**src/rtl/lcd_lh507x_pkg.sv**
```systemverilog
// Default LH507x raster timing and pixel width shared by the controller files.
package lcd_lh507x_pkg;
    localparam int H_TOTAL  = 228;
    localparam int H_START  = 4;
    localparam int H_ACTIVE = 160;
    localparam int V_TOTAL  = 154;
    localparam int V_ACTIVE = 144;
    localparam int PX_W     = 2;
endpackage

```
**src/rtl/lcd_lh507x_raster.sv**
```systemverilog
// Line/frame position counters with decoded strobes for the current cycle's (h, v).
module lcd_lh507x_raster #(
    parameter int H_TOTAL  = lcd_lh507x_pkg::H_TOTAL,
    parameter int H_START  = lcd_lh507x_pkg::H_START,
    parameter int H_ACTIVE = lcd_lh507x_pkg::H_ACTIVE,
    parameter int V_TOTAL  = lcd_lh507x_pkg::V_TOTAL,
    parameter int V_ACTIVE = lcd_lh507x_pkg::V_ACTIVE
) (
    input  logic clk,
    input  logic run,
    output logic slot,
    output logic hsync,
    output logic latch,
    output logic vsync,
    output logic line_start,
    output logic frame_origin
);
    localparam int HW = $clog2(H_TOTAL);
    localparam int VW = $clog2(V_TOTAL);

    logic [HW-1:0] h;
    logic [VW-1:0] v;

    // Stopping parks the raster at the origin so a restart always begins a fresh frame.
    always_ff @(posedge clk) begin
        if (!run) begin
            h <= '0;
            v <= '0;
        end else if (int'(h) == H_TOTAL - 1) begin
            h <= '0;
            v <= (int'(v) == V_TOTAL - 1) ? '0 : v + 1'b1;
        end else begin
            h <= h + 1'b1;
        end
    end

    assign slot         = (int'(v) < V_ACTIVE) && (int'(h) >= H_START) &&
                          (int'(h) < H_START + H_ACTIVE);
    assign hsync        = (int'(h) == H_START - 1) && (int'(v) < V_ACTIVE);
    assign line_start   = (h == '0);
    assign latch        = line_start && (int'(v) >= 1) && (int'(v) <= V_ACTIVE);
    assign vsync        = (v == '0);
    assign frame_origin = line_start && vsync;
endmodule

```
**src/rtl/lcd_lh507x_ctrl.sv**
```systemverilog
// LH507x timing generator: registers half-cycle level pairs from the raster and pulls pixels.
module lcd_lh507x_ctrl
    import lcd_lh507x_pkg::*;
#(
    parameter int H_TOTAL  = lcd_lh507x_pkg::H_TOTAL,
    parameter int H_START  = lcd_lh507x_pkg::H_START,
    parameter int H_ACTIVE = lcd_lh507x_pkg::H_ACTIVE,
    parameter int V_TOTAL  = lcd_lh507x_pkg::V_TOTAL,
    parameter int V_ACTIVE = lcd_lh507x_pkg::V_ACTIVE
) (
    input  logic            clk,
    input  logic            reset,
    input  logic            disp_on,
    input  logic            px_valid,
    input  logic [PX_W-1:0] px_data,
    output logic            px_ready,
    output logic            frame_start,
    output logic            underflow,
    output logic            n_hsync,
    output logic            p_hsync,
    output logic            n_vsync,
    output logic            p_vsync,
    output logic            n_latch,
    output logic            p_latch,
    output logic            n_altsig,
    output logic            p_altsig,
    output logic            n_ctrl,
    output logic            p_ctrl,
    output logic            n_pclk,
    output logic            p_pclk,
    output logic [PX_W-1:0] n_px,
    output logic [PX_W-1:0] p_px
);
    logic run;
    logic slot, hsync_d, latch_d, vsync_d, line_start, frame_origin;
    logic hsync_q, vsync_q, latch_q, altsig_q, ctrl_q, pclk_q;
    logic [PX_W-1:0] px_q;

    assign run = disp_on && !reset;

    lcd_lh507x_raster #(
        .H_TOTAL (H_TOTAL),
        .H_START (H_START),
        .H_ACTIVE(H_ACTIVE),
        .V_TOTAL (V_TOTAL),
        .V_ACTIVE(V_ACTIVE)
    ) u_raster (
        .clk         (clk),
        .run         (run),
        .slot        (slot),
        .hsync       (hsync_d),
        .latch       (latch_d),
        .vsync       (vsync_d),
        .line_start  (line_start),
        .frame_origin(frame_origin)
    );

    assign px_ready = run && slot;

    always_ff @(posedge clk) begin
        if (!run) begin
            hsync_q     <= 1'b0;
            vsync_q     <= 1'b0;
            latch_q     <= 1'b0;
            altsig_q    <= 1'b0;
            ctrl_q      <= 1'b0;
            pclk_q      <= 1'b0;
            px_q        <= '0;
            underflow   <= 1'b0;
            frame_start <= 1'b0;
        end else begin
            hsync_q     <= hsync_d;
            vsync_q     <= vsync_d;
            latch_q     <= latch_d;
            altsig_q    <= line_start ? !altsig_q : altsig_q;
            ctrl_q      <= 1'b1;
            pclk_q      <= slot;
            // A starved slot still clocks the panel, with blank data.
            px_q        <= (slot && px_valid) ? px_data : '0;
            underflow   <= slot && !px_valid;
            frame_start <= frame_origin;
        end
    end

    assign p_hsync  = hsync_q;
    assign n_hsync  = hsync_q;
    assign p_vsync  = vsync_q;
    assign n_vsync  = vsync_q;
    assign p_latch  = latch_q;
    assign n_latch  = latch_q;
    assign p_altsig = altsig_q;
    assign n_altsig = altsig_q;
    assign p_ctrl   = ctrl_q;
    assign n_ctrl   = ctrl_q;
    assign p_pclk   = 1'b0;
    assign n_pclk   = pclk_q;
    assign p_px     = px_q;
    assign n_px     = px_q;
endmodule
```
**config.mk**
```make
export PLATFORM = sky130hd
export DESIGN_NAME = lcd_lh507x_ctrl
export DESIGN_NICKNAME = d
export VERILOG_FILES = /design/src/rtl/lcd_lh507x_pkg.sv /design/src/rtl/lcd_lh507x_raster.sv /design/src/rtl/lcd_lh507x_ctrl.sv
export SDC_FILE = /design/constraint.sdc
export NUM_CORES = 1
export LEC_CHECK = 0
export CELL_PAD_IN_SITES_DETAIL_PLACEMENT = 0
export CELL_PAD_IN_SITES_GLOBAL_PLACEMENT = 1
export CORE_ASPECT_RATIO = 0.8
export CORE_MARGIN = 2
export CORE_UTILIZATION = 37
export CTS_CLUSTER_DIAMETER = 50
export DETAILED_ROUTE_END_ITERATION = 10
export GPL_TIMING_DRIVEN = 0
export PLACE_DENSITY = 0.87
export SLEW_MARGIN = 20
export SYNTH_ARGS = -nofsm -noshare
export SYNTH_HDL_FRONTEND = slang
export SYNTH_SLANG_ARGS = --single-unit
```
**constraint.sdc**
```tcl
create_clock -name clk -period 1.85 [get_ports clk]
set_clock_uncertainty 0.15 [all_clocks]
set_input_delay 0.2775 -clock clk [delete_from_list [all_inputs] [get_ports clk]]
set_output_delay 0.2775 -clock clk [all_outputs]
set_load 0.05 [all_outputs]
```
Yosys cells after proc, flatten, opt, wreduce, memory -nomap -nowiden
Cells that the tools add are included.
{"block": "classes", "addsub": 2, "n_lt_le_gt_ge": 5, "eq_ne": 3, "n_mux": 2, "bitwise": 1, "n_reduce_logical": 17}
{"cell": "$add A8 B1 Y8 const B", "count": 2}
{"cell": "$logic_not A8 Y1", "count": 2}
{"cell": "$lt A8 B8 Y1 const B", "count": 2}
{"cell": "$logic_and A1 B1 Y1", "count": 10}
{"cell": "$eq A8 B3 Y1 const B", "count": 1}
{"cell": "$eq A8 B6 Y1 const B", "count": 1}
{"cell": "$eq A8 B8 Y1 const B", "count": 1}
{"cell": "$ge A8 B1 Y1 const B", "count": 1}
{"cell": "$ge A8 B3 Y1 const B", "count": 1}
{"cell": "$le A8 B8 Y1 const B", "count": 1}
{"cell": "$mux W8", "count": 1}
{"cell": "$logic_not A1 Y1", "count": 3}
{"cell": "$reduce_and A2 Y1", "count": 1}
{"cell": "$reduce_or A2 Y1", "count": 1}
{"cell": "$mux W1", "count": 1}
{"cell": "$not A1 Y1", "count": 1}
{"block": "word_totals", "register_bits": 26, "input_bits": 6, "output_inout_bits": 19, "elab_cells": 41}

Depth between registers and ports, before layout
{"block": "depth", "depth_word": 5, "depth_mapped": 6, "depth_no_buf": 6}

By module
Synthesis repeated with hierarchy kept, for this count alone.
{"block": "unflattened", "cells_unflattened": 135, "area_unflattened_um2": 1287.5}
{"mod": "lcd_lh507x_raster", "n_inst": 1, "cells_per_inst": 104, "area_per_inst_um2": 929.6, "seq_area_each_um2": 320.3}
{"mod": "lcd_lh507x_ctrl", "n_inst": 1, "cells_per_inst": 31, "area_per_inst_um2": 357.8, "seq_area_each_um2": 200.2}

Least setup slack after synthesis
OpenSTA, ideal clock, no wires.
{"block": "synth_path", "path_kind": "register to output", "from": "register u_raster.h[2]", "to": "output port px_ready", "arrival_time_ns": 1.501, "t_required_ns": 1.422, "setup_slack_ns": -0.079, "stages_incl_launch_ff": 6, "path_buffers": 1, "path_cell_list": "dfxtp_1 > or3_1 > buf_6 > a21oi_1 > o211ai_1 > inv_1"}
{"block": "synth_between", "elab_chain_len": 4, "elab_cells_between_ends": 5, "classes_between": "2 x order compare; 3 x reduce/logical"}
{"item": "from (decl)", "line_no": "lcd_lh507x_raster.sv:21", "rtl": "logic [HW-1:0] h;"}
{"item": "from (signal assigned)", "line_no": "lcd_lh507x_raster.sv:33", "rtl": "h <= h + 1'b1;"}
{"item": "$ge A8 B3 Y1", "line_no": "lcd_lh507x_raster.sv:37", "rtl": "assign slot = (int'(v) < V_ACTIVE) && (int'(h) >= H_START) &&"}
{"item": "$logic_and A1 B1 Y1", "line_no": "lcd_lh507x_raster.sv:37"}
{"item": "$logic_and A1 B1 Y1 (*)", "line_no": "lcd_lh507x_raster.sv:37"}
{"item": "$logic_and A1 B1 Y1 (*)", "line_no": "lcd_lh507x_ctrl.sv:58", "rtl": "assign px_ready = run && slot;"}
{"item": "to (decl)", "line_no": "lcd_lh507x_ctrl.sv:16", "rtl": "output logic px_ready,"}
Mark *: on every way between the ends. The rest lies on a longest branch, timed or not.

Final worst setup path
{"block": "layout_path", "from": "register u_raster.v[6]", "to": "output port px_ready"}
{"block": "layout_between", "elab_chain_len": 4}
{"item": "from (decl)", "line_no": "lcd_lh507x_raster.sv:22", "rtl": "logic [VW-1:0] v;"}
{"item": "from (signal assigned)", "line_no": "lcd_lh507x_raster.sv:31", "rtl": "v <= (int'(v) == V_TOTAL - 1) ? '0 : v + 1'b1;"}
{"item": "$lt A8 B8 Y1", "line_no": "lcd_lh507x_raster.sv:37"}
{"item": "$logic_and A1 B1 Y1 (2 in series)", "line_no": "lcd_lh507x_raster.sv:37"}
{"item": "$logic_and A1 B1 Y1", "line_no": "lcd_lh507x_ctrl.sv:58"}
Every way passes these cells.

==> out/metrics.yaml <==
status:
  status: "finished, violations left"
  failed_checks: "negative setup slack"
global_route:
  grtUsageTotal_pct: 13.1
  globalRoute.totalOverflow: 0
  grt_max_degree: 16
  wire_length_of_the_first_global_routing_pass_um: 4140
  vias_in_the_first_global_route: 956
  grt_antenna_before_repair: 0
logic_synthesis:
  ys_seq_elements: 26
  yosysWarnings: 0
  synth.largest_area_cell: "sky130_fd_sc_hd__dfxtp_1"
  ys_seq_area_share_pct: 41.3
  syn-instance-count: 141
  synth.net_count: 152
  synth_top_area_share_pct: 41.3
  post_synth.cell_area_avg_um2: 8.94
  synth.cell_area_um2: 1260
  count_of_different_cell_masters_after_synthesis: 29
  synth_top_cells_by_area: "sky130_fd_sc_hd__dfxtp_1, sky130_fd_sc_hd__xnor2_1, sky130_fd_sc_hd__nor2_1, sky130_fd_sc_hd__nor4_4, sky130_fd_sc_hd__ha_1"
timing:
  min_cycle_time_layout_ns: 1.95
  setup_viol: 1
  finalMaxSlewViolations: 0
  slew_headroom_pct: 66.2
  fin_worst_hold_slack_ns: 0.373
  final.period_utilization_pct: 106
  timing.fmax_mhz: 512
  setup_repair_after_global_routing_missed_its_margin: "yes"
  hold_viol_final: 0
  worst_slack_ns: -0.102
  tightest_slew_ns: 0.505
worst_hold_path:
  min_from: "u_raster.v[0]"
  min_delay_path_depth: 2
  worstHoldPathType: "reg -> reg"
power_and_ir_drop:
  power.density_cell_area_nw_per_um2: 629
  worst_ir_drop_vdd_mv: 0.531
  p_leak_nw: 0.813
worst_setup_path:
  reg2reg_slack_ns: 0.16
  worstRegToRegCells: 5
  timing.critical_path.slowest_cell_delay_ns: 0.40
  timing.critical_path.fanout_max: 4
  cp_data_required_time_ns: 1.42
  reg2reg_to: "u_raster.v[5]"
  worst_setup_path_startpoint: "u_raster.v[6]"
  class_of_the_most_critical_setup_path: "reg -> out"
  critPathTopFamily: "simple AND/OR/NAND/NOR gates"
  worstPathBufferInverterCount: 2
  critical_path.startpoint_type: "flop"
  crit_slowest_cell: "sky130_fd_sc_hd__or3_4"
  worstSetupEndpointType: "output pin"
  cp_data_arrival_time_ns: 1.52
  worstPathCellList: "or3_4 -> a21oi_4 -> o211ai_1 -> inv_2 -> buf_8"
  reg2reg_from: "u_raster.h[0]"
  critPathCapture: "px_ready"
  path_depth: 5
floorplanning:
  die_h_um: 56.2
  initial_utilization_pct: 39.7
  design.portCount: 25
  rows: 18
  die_w_um: 69.3
  dieArea_um2: 3890
  core_um2: 3180
route:
  drt_wl_total_um: 2610
  wl_met3_um: 154
  drc_errors: 0
  routed-wl-met2_um: 1270
  drtAntennaViolNets: 0
  drt-pass1-iter-count: 4
  met1_length_um: 1150
  dr_total_vias: 1052
  top_signal_layer_used: "met4"
  detailedRoute.firstIterationViolations: 39
  vias_per_cell: 4.80
  wl_per_cell_um: 11.9
clock_tree:
  cts.htree.levels: 1
  clk_transition_reported_paths_ns: 0.09
  numCtsBuffers: 3
  cts_buffer_depth: 2
  cts_tree: "built"
  cts_root_buffer: "sky130_fd_sc_hd__clkbuf_8"
  cts-hold-fix-buffers: 0
  clock_latency_ns: 0.27
  clock_sink_count: 26
finish:
  final_layout_size_suffix_gt1_share_pct: 28.5
  layout_common_cells: "sky130_fd_sc_hd__buf_4, sky130_fd_sc_hd__nor2_1, sky130_fd_sc_hd__dfxtp_1, sky130_fd_sc_hd__nand2_1, sky130_fd_sc_hd__xnor2_1"
  synthToLayoutAreaGrowth_pct: 42.4
  ff_latch_area_um2: 542
  fill_cells: 289
  antenna_cells: 0
  design.final.nets: 191
  final_common_cell: "sky130_fd_sc_hd__buf_4"
  multi_input_comb_area_um2: 688
placement:
  gp_congestion: 0.736
  portBuffers: 23
  placement.setup.worst_slack_ns: -0.941
  dp_hpwl_um: 1840
flow_run:
  max_cap_viol_count: 0
[power breakdown]
| part | internal [mW] | total [mW] | leakage, nW | switching, mW |
|---|---|---|---|---|
| combinational | 0.0375 | 0.0988 | 0.561 | 0.0613 |
| clock | 0.289 | 0.466 | 0.0357 | 0.176 |
| sequential | 0.559 | 0.566 | 0.216 | 0.00618 |
| total | 0.886 | 1.13 | 0.813 | 0.244 |
[Yosys cell counts (all sizes together)]
cell type / number
a211o: 1
a21oi: 5
and3: 2
and4: 2
buf: 9
clkbuf: 4
conb: 1
dfxtp: 26
ha: 5
inv: 9
nand2: 12
nand2b: 1
nand3: 9
nand4: 5
nor2: 21
nor3: 5
nor3b: 1
nor4: 4
nor4b: 1
o211ai: 2
o21ai: 1
or3: 2
xnor2: 10
xor2: 3
[repair_timing]
item,CTS,global route
setup buffers,7,7
gates resized for setup,27,20
endpoints found under the setup margin,16,12
pin swaps,3,7
[final cells by class]
cell class | instances | share of cell area [%]
clock inverter | 1 | 1.67
multi-input combinational | 93 | 38.3
tap | 40 | 2.79
clock buffer | 3 | 2.30
inverter | 9 | 1.88
sequential | 26 | 30.2
timing repair buffer | 37 | 19.0
buffer | 10 | 3.83
[worst min-delay path by stage]
stage / endpoint / slack, ns
floorplan: underflow / 0.20
global placement: u_raster.h[0] / 0.31
detailed placement: u_raster.h[0] / 0.33
CTS: u_raster.h[0] / 0.35
global route: u_raster.v[0] / 0.39
finish: u_raster.v[0] / 0.37
[sequential cells by signal (all words and copies together), names as in the netlist]
register	flops
n_hsync	1
frame_start	1
n_px	2
u_raster.h	8
n_vsync	1
u_raster.v	8
n_latch	1
n_pclk	1
n_ctrl	1
underflow	1
n_altsig	1
[routing by layer]
metal	track usage, %	vias up
li1	-	537
met1	15.3	480
met2	22.3	30
met3	4.53	5
met4	5.04	0
met5	0	-
[worst reg2reg max path, stage by stage (launching register included)]
cell                      delay [ns]
sky130_fd_sc_hd__dfxtp_1        0.46
sky130_fd_sc_hd__ha_4           0.22
sky130_fd_sc_hd__and4_1         0.27
sky130_fd_sc_hd__nand2_1        0.17
sky130_fd_sc_hd__o21ai_4        0.24
sky130_fd_sc_hd__nor2_1         0.08
[per-stage QoR]
stage                     cell area [um^2]  utilization (%)  total power, mW  TNS, ns  std cells
after floorplan                       1260                -            0.650        0        141
after global placement                1540             48.5            0.684    -1.80        204
after detailed placement              1540             48.5            0.685    -2.47        204
after CTS                             1680             52.8             1.14   -0.157        213
after global routing                  1800             56.5             1.17   -0.194        219
final                                 1800             56.5             1.13   -0.102        219
[logic make-up (layout without fill, tap and decap cells)]
kind of cell	count (synthesis)	count (layout)	synth area share (%)
AO/OA/AOI/OAI	9	9	4.26
XOR/XNOR	13	13	9.03
adder cells (fa/ha/maj)	5	5	4.96
buffers and inverters	22	60	9.62
flip-flops	26	26	41.3
other	1	1	0.297
AND/OR/NAND/NOR	65	65	30.6
No activity file was read; power rests on OpenSTA's default activity.
